===== src/rtl/lcd_pattern_gen_if.sv =====
// lcd_pattern_gen_if: timing-generator strobes in, RGB565 pixel bus out
interface lcd_pattern_gen_if;
  logic       de_in;
  logic       vsync_in;
  logic [4:0] LCD_R;
  logic [5:0] LCD_G;
  logic [4:0] LCD_B;
  modport master (output de_in, vsync_in, input LCD_R, LCD_G, LCD_B);
  modport slave (input de_in, vsync_in, output LCD_R, LCD_G, LCD_B);
endinterface


===== src/rtl/lcd_pattern_gen.sv =====
// lcd_pattern_gen: RGB565 test-pattern source paced by the pixel clock, button-selected pattern
module lcd_pattern_gen #(
  parameter int H_ACTIVE      = 480,
  parameter int V_ACTIVE      = 272,
  parameter int BAR_W         = 60,
  parameter int VS_ACTIVE_LOW = 1,
  parameter int DEB_CYCLES    = 900000
) (
  input  logic              CLK_SYS,
  input  logic              rst,
  input  logic              PixelClk,
  input  logic              mode_btn_n,
  lcd_pattern_gen_if.slave  bus,
  output logic [1:0]        mode,
  output logic              frame_tick
);
  localparam int CW = $clog2(DEB_CYCLES + 1);
  localparam int BW = $clog2(BAR_W);
  localparam logic [8:0] X_MAX = 9'(H_ACTIVE - 1);
  localparam logic [8:0] Y_MAX = 9'(V_ACTIVE - 1);
  localparam logic [BW-1:0] BAR_MAX = BW'(BAR_W - 1);
  localparam logic [CW-1:0] DEB_MAX = CW'(DEB_CYCLES);
  localparam logic [CW-1:0] DEB_HIT = CW'(DEB_CYCLES - 1);

  logic [1:0]    clk_s, de_s, vs_s, btn_s;
  logic          clk_h, de_h, vs_h;
  logic          pix_ce, vs_on, vs_was, frame_start;
  logic [8:0]    x, y;
  logic [2:0]    bar;
  logic [BW-1:0] bar_cnt;
  logic [15:0]   rgb, pix;
  logic [1:0]    pending;
  logic          btn_l, deb, stable, deb_hit, press;
  logic [CW-1:0] deb_cnt;

  assign pix_ce      = clk_s[1] & ~clk_h;
  assign vs_on       = (VS_ACTIVE_LOW != 0) ? ~vs_s[1] : vs_s[1];
  assign vs_was      = (VS_ACTIVE_LOW != 0) ? ~vs_h : vs_h;
  assign frame_start = pix_ce & vs_on & ~vs_was;
  assign stable      = btn_s[1] == btn_l;
  assign deb_hit     = stable && deb_cnt == DEB_HIT;
  assign press       = deb_hit & deb & ~btn_s[1];
  assign bus.LCD_R   = rgb[15:11];
  assign bus.LCD_G   = rgb[10:5];
  assign bus.LCD_B   = rgb[4:0];

  // two-flop synchronisers; the clock history flop runs every cycle to make the edge strobe
  always_ff @(posedge CLK_SYS or negedge rst) begin
    if (!rst) begin
      clk_s <= '0;
      de_s  <= '0;
      vs_s  <= '0;
      btn_s <= 2'b11;
      clk_h <= 1'b0;
    end else begin
      clk_s <= {clk_s[0], PixelClk};
      de_s  <= {de_s[0], bus.de_in};
      vs_s  <= {vs_s[0], bus.vsync_in};
      btn_s <= {btn_s[0], mode_btn_n};
      clk_h <= clk_s[1];
    end
  end

  // pattern colour for the current coordinate; bar colour bits decode straight from the index
  always_comb begin
    pix = mode == 2'd0 ? {{5{~bar[1]}}, {6{~bar[2]}}, {5{~bar[0]}}} :
          mode == 2'd1 ? {x[8:4], x[8:3], ~x[8:4]} :
          mode == 2'd2 ? ((x[4] ^ y[4]) ? 16'hFFFF : 16'h0000) :
          (x[3:0] == 4'd0 || y[3:0] == 4'd0 || x == X_MAX || y == Y_MAX) ? 16'hFFFF : 16'h001F;
  end

  // coordinate tracking, frame-boundary mode switch and registered RGB, all on pix_ce
  always_ff @(posedge CLK_SYS or negedge rst) begin
    if (!rst) begin
      de_h       <= 1'b0;
      vs_h       <= 1'b0;
      x          <= '0;
      y          <= '0;
      bar        <= '0;
      bar_cnt    <= '0;
      mode       <= '0;
      frame_tick <= 1'b0;
      rgb        <= '0;
    end else begin
      frame_tick <= frame_start;
      if (pix_ce) begin
        de_h <= de_s[1];
        vs_h <= vs_s[1];
        rgb  <= de_s[1] ? pix : 16'h0000;
        if (frame_start) begin
          x       <= '0;
          y       <= '0;
          bar     <= '0;
          bar_cnt <= '0;
          mode    <= pending;
        end else if (de_s[1]) begin
          x       <= x == X_MAX ? x : x + 9'd1;
          bar_cnt <= bar_cnt == BAR_MAX ? '0 : bar_cnt + 1'b1;
          bar     <= (bar_cnt == BAR_MAX && bar != 3'd7) ? bar + 3'd1 : bar;
        end else if (de_h) begin
          x       <= '0;
          bar     <= '0;
          bar_cnt <= '0;
          y       <= y == Y_MAX ? y : y + 9'd1;
        end
      end
    end
  end

  // button debounce: counter restarts on every level change, a settled press bumps pending
  always_ff @(posedge CLK_SYS or negedge rst) begin
    if (!rst) begin
      btn_l   <= 1'b1;
      deb     <= 1'b1;
      deb_cnt <= '0;
      pending <= '0;
    end else begin
      btn_l   <= btn_s[1];
      deb_cnt <= stable ? (deb_cnt == DEB_MAX ? deb_cnt : deb_cnt + 1'b1) : '0;
      if (deb_hit) deb <= btn_s[1];
      if (press) pending <= pending + 2'd1;
    end
  end
endmodule


===== src/flat_wrapper.sv =====
// flat-port wrapper written by rule: the top's interface ports become plain ports
module lcd_pattern_gen_flat 
#(
  parameter int H_ACTIVE      = 480,
  parameter int V_ACTIVE      = 272,
  parameter int BAR_W         = 60,
  parameter int VS_ACTIVE_LOW = 1,
  parameter int DEB_CYCLES    = 900000
)
  (CLK_SYS, rst, PixelClk, mode_btn_n, mode, frame_tick, bus_de_in, bus_vsync_in, bus_LCD_R, bus_LCD_G, bus_LCD_B);
  lcd_pattern_gen_if bus_i ();
  input  logic CLK_SYS;
  input  logic rst;
  input  logic PixelClk;
  input  logic mode_btn_n;
  output logic [1:0] mode;
  output logic frame_tick;
  input wire logic [$bits(bus_i.de_in)-1:0] bus_de_in;
  input wire logic [$bits(bus_i.vsync_in)-1:0] bus_vsync_in;
  output wire logic [$bits(bus_i.LCD_R)-1:0] bus_LCD_R;
  output wire logic [$bits(bus_i.LCD_G)-1:0] bus_LCD_G;
  output wire logic [$bits(bus_i.LCD_B)-1:0] bus_LCD_B;
  assign bus_i.de_in = bus_de_in;
  assign bus_i.vsync_in = bus_vsync_in;
  assign bus_LCD_R = bus_i.LCD_R;
  assign bus_LCD_G = bus_i.LCD_G;
  assign bus_LCD_B = bus_i.LCD_B;
  lcd_pattern_gen #(.H_ACTIVE(H_ACTIVE), .V_ACTIVE(V_ACTIVE), .BAR_W(BAR_W), .VS_ACTIVE_LOW(VS_ACTIVE_LOW), .DEB_CYCLES(DEB_CYCLES)) u_core (.CLK_SYS(CLK_SYS), .rst(rst), .PixelClk(PixelClk), .mode_btn_n(mode_btn_n), .bus(bus_i), .mode(mode), .frame_tick(frame_tick));
endmodule

===== config.mk =====
export PLATFORM = sky130hd
export DESIGN_NAME = lcd_pattern_gen_flat
export DESIGN_NICKNAME = d
export VERILOG_FILES = /design/src/rtl/lcd_pattern_gen_if.sv /design/src/rtl/lcd_pattern_gen.sv /design/src/flat_wrapper.sv
export SDC_FILE = /design/constraint.sdc
export NUM_CORES = 1
export LEC_CHECK = 0
export BUFFER_PORTS_ARGS = -buffer_cell sky130_fd_sc_hd__buf_4
export CORE_MARGIN = 2
export CORE_UTILIZATION = 63
export CTS_BUF_LIST = sky130_fd_sc_hd__clkbuf_4
export CTS_CLUSTER_SIZE = 30
export DETAILED_ROUTE_END_ITERATION = 10
export PLACE_DENSITY = 0.82
export SLEW_MARGIN = 20
export SYNTH_ARGS = -nofsm -noshare
export SYNTH_HDL_FRONTEND = slang
export SYNTH_SLANG_ARGS = --single-unit

===== constraint.sdc =====
create_clock -name CLK_SYS -period 2.5 [get_ports CLK_SYS]
set_input_delay 0.5 -clock CLK_SYS [delete_from_list [all_inputs] [get_ports CLK_SYS]]
set_output_delay 0.5 -clock CLK_SYS [all_outputs]
set_load 0.03 [all_outputs]

==> results of run 1 <==
critical path: cells and delay by family (launching register included):
family                   cells  cell delay, ns
AO/OA/AOI/OAI                2            0.90
adder cells (fa/ha/maj)      1            0.19
buffers and inverters        1            0.07
flip-flops                   1            0.42
AND/OR/NAND/NOR              2            0.38
state kept, by name (all words and copies together), names as in the netlist:
| name | flops |
|---|---|
| u_core.clk_s | 2 |
| u_core.frame_tick | 1 |
| u_core.pending | 2 |
| u_core.de_h | 1 |
| u_core.deb | 1 |
| u_core.clk_h | 1 |
| u_core.x | 9 |
| u_core.y | 9 |
| u_core.btn_s | 2 |
| u_core.bar | 3 |
| u_core.deb_cnt | 20 |
| u_core.rgb | 16 |
| u_core.vs_s | 2 |
| u_core.bar_cnt | 6 |
| u_core.vs_h | 1 |
| u_core.mode | 2 |
| u_core.btn_l | 1 |
| u_core.de_s | 2 |
cells in the final DEF (no fill, tap or decap), drive strengths merged, types with 5 or more instances in the layout:
master,instances
nand2,57
clkbuf,11
o21ai,8
nand3,30
nand4,15
nor2b,6
ha,9
inv,15
mux2i,7
or4,5
a21oi,16
nand2b,7
dfrtp,77
nor2,30
xor2,7
a22o,7
xnor2,15
buf,32
nor4,8
nor3,8
worst paths after layout:
path / start / end / slack [ns] / cells after the start
worst min-delay path: rst / u_core.deb_cnt[19]$_DFFE_PN0P_ / 0.009 / 1
max in group asynchronous: rst / u_core.btn_l$_DFF_PN1_ / 1.83 / 2
worst min register to register: u_core.de_s[0]$_DFF_PN0_ / u_core.de_s[1]$_DFF_PN0_ / 0.36 / 0
worst max-delay path: u_core.y[0]$_DFFE_PN0P_ / u_core.rgb[8]$_DFFE_PN0N_ / 0.40 / 6
worst max register to register: u_core.y[0]$_DFFE_PN0P_ / u_core.rgb[8]$_DFFE_PN0N_ / 0.40 / 6
min in group CLK_SYS: mode_btn_n / u_core.btn_s[0]$_DFF_PN1_ / 0.16 / 1
logic make-up after synthesis:
kind of cell	count (synthesis)
fa+ha+maj	9
flops	81
mux	10
buf+inv	32
xor+xnor	22
compound gates	65
simple gates	190
metal layers:
metal,vias up,global-route usage
met2,139,0.403
met3,25,0.0613
met5,-,0
met4,0,0.119
met1,1572,0.376
li1,1546,-
report_power, final:
group | internal [mW] | total, mW | switching [mW]
combinational | 0.182 | 0.452 | 0.270
sequential | 1.42 | 1.53 | 0.111
clock | 0.632 | 1.09 | 0.454
final cells by class:
cell class | count | area, um2
timing repair buffer | 32 | 253
inverter | 15 | 56.3
clock inverter | 5 | 129
tap | 77 | 96.3
multi-input combinational | 296 | 1880
fill | 468 | 1750
sequential | 81 | 2030
clock buffer | 11 | 82.6
==> impl_results.md, run 1 <==
* Final setup violation count at 0
* Cell with the most instances after synthesis: sky130_fd_sc_hd__dfrtp_1
* Total power of the final layout at 3.07 mW
* Number of resized instances in the post-cts repair step at 0
* Total via count after detailed routing at roughly 3300
* Most frequent cells after synthesis: sky130_fd_sc_hd__dfrtp_1 (77), sky130_fd_sc_hd__nand2_1 (57), sky130_fd_sc_hd__nand3_1 (30), sky130_fd_sc_hd__nor2_1 (30), sky130_fd_sc_hd__a21oi_1 (16)
* Vias in the first global route at between 3000 and 4000
* Netlist area before placement at between 4000 and 5000 um2
* Share of the synthesized netlist area taken by xor and xnor gates at 0.0478
* Global router's overall resource usage at 0.268
* IO Port Bufs at 24
* RSZ-0062 raised after global routing: no
* Final critical path time including I/O delays and setup at between 2 and 2.5 ns
* Ranking of synthesized cells by area: sky130_fd_sc_hd__dfrtp_1 (48%), sky130_fd_sc_hd__nand2_1 (5.3%), sky130_fd_sc_hd__nand3_1 (3.7%)
* CTS H-tree lvls at 3
* Cell row count at 29
* Critical path peak fanout at 6
* Worst slew slack as a fraction of its limit at 0.428
* Cells along the critical path: inv_1 > ha_1 > or3b_2 > o311ai_0 > o311ai_1 > nand3_1
* Number of enable flip-flop cells after synthesis at 0
* Largest area contributor in the synthesized netlist: sky130_fd_sc_hd__dfrtp_1
* Initial antenna violation count at 0
* Bufs on Longest Clock Path at 2
* Placeable Area at about 6300 um2
* Number of clock sinks seen by CTS at 81
* Antenna violation net count after detailed routing at 0
* Floorplan die height at 84.0 um
* Synthesized area per cell at ~9.9 um2
* TritonCTS clock tree: built
* Library cell contributing the largest single delay on the critical path: sky130_fd_sc_hd__o311ai_1
* Die Wd at roughly 84 um
* Category of the most critical setup path: reg -> reg
* Required time of the critical path at 2.79 ns
* Mux share of post-synthesis cell area at 0.0258
* Actual transition at the worst max-transition pin at 0.845 ns
* Synthesized-area fraction occupied by ao, oa, aoi and oai cells at 0.120
* Post-placement setup slack at between 0.4 and 0.5 ns
* Final antenna diode count at 0
* Buffer type at the clock tree root: sky130_fd_sc_hd__clkbuf_4
* Summed negative setup slack over all endpoints at 0 ns
* Synthesis-to-layout area growth at 12.3%
* Final worst-path cycle share at 0.841
* Status: finished clean
* Routed wl met2 at 4050 um
* Total die area at a little over 7000 um2
* Global-route wire length before repair at approximately 15000 um
* Warnings, synthesis at 0
* Estimated wirelength of the detail-placed design at a little over 6000 um
* Initial Utilization at 0.642
* Length of routed met3 wiring at 551 um
* Final nets at 450
* Met1 wire length at between 3000 and 4000 um
* Total clock buffers created by CTS at 9
* Hold slack at ~0.0086 ns
* Global route overflow at 0
* Cell Pwr Density at between 600 and 700 nW/um2
* Utilization after layout at 0.721
* Maximum clock skew at final layout at ~0.015 ns
* Final hold violations at 0
* Achievable Freq at 475 MHz
* Maximum capacitance violations at 0
* Dominant combinational cell family by area after synthesis: simple AND/OR/NAND/NOR gates
* Final weighted congestion in routability-driven placement at ~0.87
* Type of the worst min-delay path: in -> async
* Sequential-to-total area share from yosys stat at 0.504
* Final Instance Count excl. Fillers at a little over 500
* Crit-path max cell delay at around 0.75 ns
* Design area at around 4500 um2
* Largest net degree at the start of global routing at 43
* Share of synthesized registers carrying an async set or reset at 1.00
* Number of vias per cell after detailed routing at roughly 6.3
* Static leakage at slightly above 2 nW
* Post-synthesis cell count at roughly 410
* Total DRC errors in the routed layout at 0
* Number of placed instances with taps included at ~500
* Post-CTS setup repair buffer count at 0
* Clock latency reported for the late side of the worst-skew pair at around 0.44 ns
* Count of pins over their slew limit at 0
* Category of the worst setup path capture point: flop
* Worst Setup Slack, final at 0.397 ns
* Most instantiated flip-flop cell in the synthesis netlist: sky130_fd_sc_hd__dfrtp_1
* Share of the synthesized area in the top cell type at 0.478
* Post-Synth Simple-Gate Area at 0.245
* Post-CTS Hold Buffers at 0
* Peak ir drop on the vdd network at 536 uV
* Number of library cell types mapped by synthesis at 55
* I/O pin total at 25
* First-iteration detailed-routing DRC count at around 260
* Number of nets in the synthesized netlist at about 420
* Top routing layer used: met4
* Clock-pin slew on the worst setup and hold paths at about 0.13 ns
* Number of synthesized register bits at 81
* WL final at a little under 9000 um
* 1st-pass router iterations at 6
* Adder-Cell Fraction of Synth Area at 0.0279
* Layout cells sized above 1 at 0.145
* CP startpoint kind: flop
* Wire length per cell after detailed routing at 16.8 um
* Crit path DAT at around 2.4 ns
* Post-Place Cell Area at about 4300 um2
(Power assumes the default switching activity.)
==> inputs of run 2 (changes only) <==
- CORE_UTILIZATION: 63 -> 57
- PLACE_DENSITY: 0.82 -> 0.79
- clock period: 2.5 -> 1.8 ns (I/O delays scaled with it)
==> run 2 against run 1 <==
Net effect:
- the flow now finishes with violations (setup timing)
- combinational power is 81% higher
- flip-flop and latch count stayed put
- design area grew 8.9%
- clock power grew 10%
- first-iteration DRC count grew 43%
- non-clock buffer count increased by 38
- power is 35% higher
==> impl_results.md, run 2 (same netlist as run 1, synthesis figures left out) <==
* Status: complete, but fails checks
* Violated checks: setup timing
* Flip-flop and latch area at 2030 um2 (about the same)
* Clock-pin slew on the worst setup and hold paths at 0.13 ns (about the same)
* Design area at 4930 um2 (+8.9%)
* 1st-pass router iterations at 6 (unchanged)
* Category of the most critical setup path: reg -> reg
* Achievable Freq at 554 MHz (+16%)
* Die Wd at 88.1 um (+4.9%)
* Endpoint of the lowest-slack register-to-register path: u_core.bar[0]$_DFFE_PN0P_
* Total DRC errors in the routed layout at 0 (unchanged)
* Total die area at 7760 um2 (+10%)
* First-iteration detailed-routing DRC count at 378 (+43%)
* Number of vias per cell after detailed routing at 6.05 (-4.7%)
* Final antenna diode count at 0 (unchanged)
* Hold Crit Depth at 1
* Cell row count at 30 (+3.4%)
* Antenna violation net count after detailed routing at 0 (unchanged)
* Vias in the first global route at 3253 (-0.79%)
* Filler cell count at 515 (+10%)
* Number of placed instances with taps included at 551 (+10%)
* Crit path DAT at 2.12 ns (-0.27 ns)
* Worst Setup Slack, final at -0.00623 ns (-0.403 ns)
* Leading cell types in the layout, fill and taps excluded: sky130_fd_sc_hd__dfrtp_1 (76), sky130_fd_sc_hd__buf_4 (66), sky130_fd_sc_hd__nand2_1 (57)
* Maximum clock skew at final layout at 0.0193 ns (+0.00402 ns)
* R2R Path Start: u_core.bar_cnt[0]$_DFFE_PN0P_
* Category of the worst setup path capture point: flop
* TritonCTS clock tree: built
* Crit-path max cell delay at 0.50 ns (-0.25 ns)
* Floorplan die height at 88.1 um (+4.9%)
* Post-placement setup slack at -0.166 ns (-0.597 ns)
* Total via count after detailed routing at 3473 (+5.8%)
* CP startpoint kind: flop
* Static leakage at 2.21 nW (+9.5%)
* Global-route wire length before repair at 15200 um (+0.41%)
* Cell Pwr Density at 841 nW/um2 (+24%)
* Total power of the final layout at 4.14 mW (+35%)
* Leading registers by flop count: u_core.deb_cnt x20, u_core.rgb x16
* Number of buffer and inverter stages on the critical path at 0 (-1)
* WL final at 9350 um (+7.9%)
* Initial Utilization at 0.590 (-0.0521)
* Global router's overall resource usage at 0.253 (-0.0152)
* RSZ-0062 raised after global routing: yes
* Number of clock sinks seen by CTS at 81 (unchanged)
* I/O pin total at 25 (unchanged)
* Crit. path cell count at 5 (-1)
* First element of the critical path: u_core.bar_cnt[0]$_DFFE_PN0P_
* Library cell contributing the largest single delay on the critical path: sky130_fd_sc_hd__or4_4
* End of the critical path: u_core.bar[0]$_DFFE_PN0P_
* Post-Place Cell Area at 4580 um2 (+6.2%)
* Layout cells sized above 1 at 0.247 (+0.101)
* Bufs on Longest Clock Path at 2 (unchanged)
* Buffer type at the clock tree root: sky130_fd_sc_hd__clkbuf_4
* Wire length per cell after detailed routing at 16.3 um (-2.8%)
* Critical path peak fanout at 4 (-2)
* Estimated wirelength of the detail-placed design at 6450 um (+5.7%)
* Global route overflow at 0 (unchanged)
* Initial antenna violation count at 0 (unchanged)
* Reg2reg path depth at 5 (-1)
* IO Port Bufs at 24 (unchanged)
* Type of the worst min-delay path: in -> reg
* Worst slew slack as a fraction of its limit at 0.664 (+0.236)
* Final Instance Count excl. Fillers at 574 (+11%)
* Setup slack of the worst register-to-register path at -0.006 ns (-0.40 ns)
* Count of pins over their slew limit at 0 (unchanged)
* Final hold violations at 0 (unchanged)
* Actual transition at the worst max-transition pin at 0.502 ns (-0.343 ns)
* Final nets at 488 (+8.4%)
* Summed negative setup slack over all endpoints at -0.00623 ns (-0.00623 ns)
* Cells along the critical path: ha_4 > nand2b_4 > or4_4 > a31o_4 > mux2_4
* Synthesis-to-layout area growth at 22.3%
* Peak ir drop on the vdd network at 545 uV (+1.8%)
* Dominant delay contributor by cell family on the critical path: simple AND/OR/NAND/NOR gates
* Total clock buffers created by CTS at 9 (unchanged)
* Maximum capacitance violations at 0 (unchanged)
* CTS H-tree lvls at 3 (unchanged)
* Utilization after layout at 0.721 (about the same)
* Final weighted congestion in routability-driven placement at 0.900 (+3.2%)
* Most flop-heavy register: u_core.deb_cnt
* Area of combinational cells with multiple inputs at 2000 um2 (+6.6%)
* Final setup violation count at 1 (+1)
* Placeable Area at 6830 um2 (+8.8%)
* Clock latency reported for the late side of the worst-skew pair at 0.43 ns (about the same)
* Most common cell after layout, fill and taps aside: sky130_fd_sc_hd__dfrtp_1
* Required time of the critical path at 2.12 ns (-0.67 ns)
* Max FFs per register at 20 (unchanged)
* Largest net degree at the start of global routing at 36 (-16%)
* Hold slack at 0.0337 ns (+0.0251 ns)
* Final worst-path cycle share at 1.00 (+0.162)
* Final critical path time including I/O delays and setup at 1.81 ns (-0.297 ns)
* Critical hold path startpoint: mode_btn_n
[run 2: cell types whose count changed in the layout (fill, tap and decap cells not counted), sizes merged]
| cell | previous run | this run |
|---|---|---|
| inv | 15 | 16 |
| clkinv | 1 | 3 |
| buf | 32 | 68 |
| clkinvlp | 0 | 1 |
| clkbuf | 11 | 9 |
| dlygate4sd3 | 0 | 2 |
| bufinv | 4 | 2 |
[run 2: worst min-delay path by stage]
stage	to
2_1_floorplan	u_core.bar[0]$_DFFE_PN0P_
3_3_place_gp	u_core.deb_cnt[11]$_DFFE_PN0P_
3_5_place_dp	u_core.deb_cnt[11]$_DFFE_PN0P_
4_1_cts	u_core.de_s[0]$_DFF_PN0_
5_1_grt	u_core.btn_s[0]$_DFF_PN1_
6_report	u_core.btn_s[0]$_DFF_PN1_
[run 2: what timing repair did]
| action | 4_1_cts | 5_1_grt |
|---|---|---|
| pin swaps | 0 | 4 |
| buffers inserted | 0 | 5 |
| hold buffers | 1 | 1 |
| setup endpoints to repair | 12 | 28 |
| gates resized for setup | 6 | 21 |
| endpoints found under the hold margin | 30 | 1 |
[run 2: metal layers]
metal  global-route usage  wire length, um
met1                0.350             4120
met3               0.0434              535
met5                    0                0
met2                0.393             4440
met4                0.117              248
[run 2: power breakdown]
group          switching (mW)  leakage [nW]  total (mW)  internal, mW
combinational           0.453          1.07       0.819         0.366
sequential              0.153          1.06        2.12          1.97
clock                   0.637        0.0839        1.20         0.563
[run 2: cell type report]
cell class	count	area share
Sequential cell	81	0.413
Clock inverter	7	0.0190
Inverter	15	0.0114
Clock buffer	9	0.0137
Timing Repair Buffer	70	0.113
Tap cell	96	0.0244
Multi-Input combinational cell	296	0.406
==> inputs of run 3 (changes only) <==
- ABC_AREA: not set -> 1
- PLACE_DENSITY: 0.79 -> 0.78
==> run 3 against run 2 <==
Net effect:
- the flow now finishes without violations
- clock power barely moved
- power is 2.7% lower
- sequential share of layout area is 2.2 points higher
- flip-flop and latch count did not move
- utilization down 6.9 points
- critical path type unchanged
- highest routed layer unchanged
- fmax is 13% higher
- first-iteration DRC count down 54%
- synthesized area grew 3.8%
==> impl_results.md, run 3 <==
* 1st-pass router iterations at 5 (-1)
* Number of synthesized register bits at 81 (unchanged)
* Actual transition at the worst max-transition pin at 0.537 ns (+0.0350 ns)
* Final worst-path cycle share at 0.884 (-0.119)
* Bufs on Longest Clock Path at 2 (unchanged)
* Final setup violation count at 0 (-1)
* Number of nets in the synthesized netlist at 557 (+31%)
* Most common cell after layout, fill and taps aside: sky130_fd_sc_hd__nand2_1
* Number of placed instances with taps included at 664 (+21%)
* Vias in the first global route at 3259 (+0.18%)
* Largest net degree at the start of global routing at 38 (+5.6%)
* Largest area contributor in the synthesized netlist: sky130_fd_sc_hd__dfrtp_1
* CP startpoint kind: flop
* Number of library cell types mapped by synthesis at 33 (-40%)
* Worst slew slack as a fraction of its limit at 0.641 (-0.0237)
* Netlist area before placement at 4180 um2 (+3.8%)
* Total DRC errors in the routed layout at 0 (unchanged)
* Summed negative setup slack over all endpoints at 0 ns (+0.00623 ns)
* Floorplan die height at 89.7 um (+1.8%)
* I/O pin total at 25 (unchanged)
* Initial Utilization at 0.583 (-0.00684)
* Category of the most critical setup path: reg -> reg
* Clock latency reported for the late side of the worst-skew pair at 0.43 ns (about the same)
* Peak ir drop on the vdd network at 479 uV (-12%)
* Required time of the critical path at 2.12 ns (about the same)
* Initial antenna violation count at 0 (unchanged)
* Most flop-heavy register: u_core.deb_cnt
* Number of vias per cell after detailed routing at 5.14 (-15%)
* Critical path peak fanout at 11 (+7)
* Leading registers by flop count: u_core.deb_cnt x20, u_core.rgb x16
* Sequential-to-total area share from yosys stat at 0.486 (-0.0185)
* Synthesized area per cell at 7.72 um2 (-22%)
* Final weighted congestion in routability-driven placement at 0.894 (-0.67%)
* IO Port Bufs at 24 (unchanged)
* Cell row count at 31 (+3.3%)
* Final Instance Count excl. Fillers at 681 (+19%)
* Final antenna diode count at 0 (unchanged)
* Type of the worst min-delay path: in -> reg
* Crit path DAT at 1.91 ns (-0.21 ns)
* Static leakage at 2.24 nW (+1.4%)
* Estimated wirelength of the detail-placed design at 6220 um (-3.6%)
* Clock-pin slew on the worst setup and hold paths at 0.12 ns (about the same)
* Antenna violation net count after detailed routing at 0 (unchanged)
* Category of the worst setup path capture point: flop
* Global route overflow at 0 (unchanged)
* Share of the synthesized area in the top cell type at 0.461 (-0.0176)
* WL final at 8370 um (-10%)
* Global router's overall resource usage at 0.224 (-0.0297)
* Total die area at 8040 um2 (+3.6%)
* Ranking of synthesized cells by area: sky130_fd_sc_hd__dfrtp_1 (46%), sky130_fd_sc_hd__nand2_1 (14%), sky130_fd_sc_hd__inv_1 (5.7%)
* Cell Pwr Density at 861 nW/um2 (+2.5%)
* Filler cell count at 598 (+16%)
* Leading cell types in the layout, fill and taps excluded: sky130_fd_sc_hd__nand2_1 (158), sky130_fd_sc_hd__dfrtp_1 (77), sky130_fd_sc_hd__nor2_1 (63)
* Status: finished clean
* Final critical path time including I/O delays and setup at 1.59 ns (-0.215 ns)
* Number of clock sinks seen by CTS at 81 (unchanged)
* Final hold violations at 0 (unchanged)
* Maximum capacitance violations at 0 (unchanged)
* Hold Crit Depth at 1 (unchanged)
* Cell with the most instances after synthesis: sky130_fd_sc_hd__nand2_1
* Number of enable flip-flop cells after synthesis at 0 (unchanged)
* Max FFs per register at 20 (unchanged)
* Total via count after detailed routing at 3498 (+0.72%)
* Maximum clock skew at final layout at 0.0215 ns (+0.00214 ns)
* Post-synthesis cell count at 542 (+33%)
* Share of synthesized registers carrying an async set or reset at 1.00 (unchanged)
* Warnings, synthesis at 0 (unchanged)
* Placeable Area at 7180 um2 (+5.0%)
* Achievable Freq at 628 MHz (+13%)
* Final nets at 593 (+22%)
* Synthesis-to-layout area growth at 11.8%
* Reg2reg path depth at 8 (+3)
* RSZ-0062 raised after global routing: no
* Total clock buffers created by CTS at 9 (unchanged)
* Layout cells sized above 1 at 0.122 (-0.125)
* First-iteration detailed-routing DRC count at 174 (-54%)
* Most instantiated flip-flop cell in the synthesis netlist: sky130_fd_sc_hd__dfrtp_1
* Most frequent cells after synthesis: sky130_fd_sc_hd__nand2_1 (158), sky130_fd_sc_hd__dfrtp_1 (77), sky130_fd_sc_hd__inv_1 (63), sky130_fd_sc_hd__nor2_1 (63), sky130_fd_sc_hd__nand3_1 (36)
* Buffer type at the clock tree root: sky130_fd_sc_hd__clkbuf_4
* TritonCTS clock tree: built
* Wire length per cell after detailed routing at 12.3 um (-24%)
* Count of pins over their slew limit at 0 (unchanged)
* Global-route wire length before repair at 13900 um (-9.1%)
* CTS H-tree lvls at 3 (unchanged)
* Die Wd at 89.7 um (+1.8%)
run 3: changes by cell type after synthesis, moves of 6 or more:
cell	before	now
sky130_fd_sc_hd__a22o_1	7	0
sky130_fd_sc_hd__clkbuf_1	15	2
sky130_fd_sc_hd__inv_1	15	63
sky130_fd_sc_hd__mux2i_1	7	0
sky130_fd_sc_hd__nand2_1	57	158
sky130_fd_sc_hd__nand2b_1	7	0
sky130_fd_sc_hd__nand3_1	30	36
sky130_fd_sc_hd__nor2_1	30	63
sky130_fd_sc_hd__nor2b_1	6	0
sky130_fd_sc_hd__nor4_1	7	1
sky130_fd_sc_hd__o21ai_0	8	31
sky130_fd_sc_hd__o21ai_1	0	13
sky130_fd_sc_hd__xnor2_1	15	1
run 3: kinds of logic (layout without fill, tap and decap cells):
logic type,count (synthesis),in the layout,synth area share
buf+inv,76,116,0.0736
xor+xnor,7,7,0.0147
simple gates,299,299,0.311
compound gates,70,70,0.0885
fa+ha+maj,9,9,0.0269
flops,81,81,0.486
run 3: stage by stage:
stage | hold WS [ns] | setup slack [ns] | total power, mW | util | cell area, um2
after detailed placement | 0.336 | 0.220 | 2.88 | 0.627 | 4500
final | 0.0366 | 0.208 | 4.03 | 0.652 | 4680
after floorplan | 0.0644 | 0.311 | 2.62 | - | 4180
after global routing | 0.00430 | 0.0325 | 4.25 | 0.652 | 4680
after global placement | 0.338 | 0.296 | 2.85 | 0.627 | 4500
after CTS | 0.0145 | 0.173 | 4.06 | 0.650 | 4670
run 3: power breakdown:
group / internal [mW] / switching (mW) / total, mW
logic: 0.260 / 0.469 / 0.728
registers: 1.99 / 0.134 / 2.12
clock network: 0.572 / 0.609 / 1.18
total: 2.82 / 1.21 / 4.03
run 3: final cells by class:
cell class / instances / area (um2) / share of cell area
repair buffers: 33 / 265 / 0.0567
multi-input cells: 385 / 1850 / 0.395
clock buffers: 10 / 75.1 / 0.0160
well taps: 99 / 124 / 0.0265
clock inverters: 5 / 81.3 / 0.0174
inverters: 68 / 255 / 0.0545
flip-flops and latches: 81 / 2030 / 0.434
run 3: critical path: stages (launching register included):
cell and delay (ns):
sky130_fd_sc_hd__dfrtp_1 0.41, sky130_fd_sc_hd__ha_1 0.21, sky130_fd_sc_hd__nand3_1 0.17, sky130_fd_sc_hd__nor2_4 0.16
sky130_fd_sc_hd__nand2_2 0.08, sky130_fd_sc_hd__nand2_2 0.07, sky130_fd_sc_hd__nand2_2 0.14, sky130_fd_sc_hd__a21oi_1 0.19
sky130_fd_sc_hd__nor2_1 0.07
run 3: repair_timing:
action,CTS,global route
resized for setup,0,2
hold buffers,1,1
endpoints found under the setup margin,0,2
hold endpoints to repair,30,1
setup buffers,0,0
run 3: metal layers:
layer / track usage / vias up / wire [um]
met3: 0.0338 / 17 / 259
met2: 0.370 / 68 / 4040
met5: 0 / - / 0
li1: - / 1806 / -
met1: 0.279 / 1607 / 3820
met4: 0.128 / 0 / 250
run 3: final timing paths:
kind                       slack (ns)                       endpoint                      from
min in group asynchronous        0.41        u_core.y[2]$_DFFE_PN0P_                       rst
min                              0.04       u_core.de_s[0]$_DFF_PN0_                 bus_de_in
min reg2reg                      0.35       u_core.vs_s[1]$_DFF_PN0_  u_core.vs_s[0]$_DFF_PN0_
max reg2reg                      0.21        u_core.x[2]$_DFFE_PN0P_   u_core.x[0]$_DFFE_PN0P_
max                              0.21        u_core.x[2]$_DFFE_PN0P_   u_core.x[0]$_DFFE_PN0P_
max in group asynchronous        0.85  u_core.deb_cnt[5]$_DFFE_PN0P_                       rst
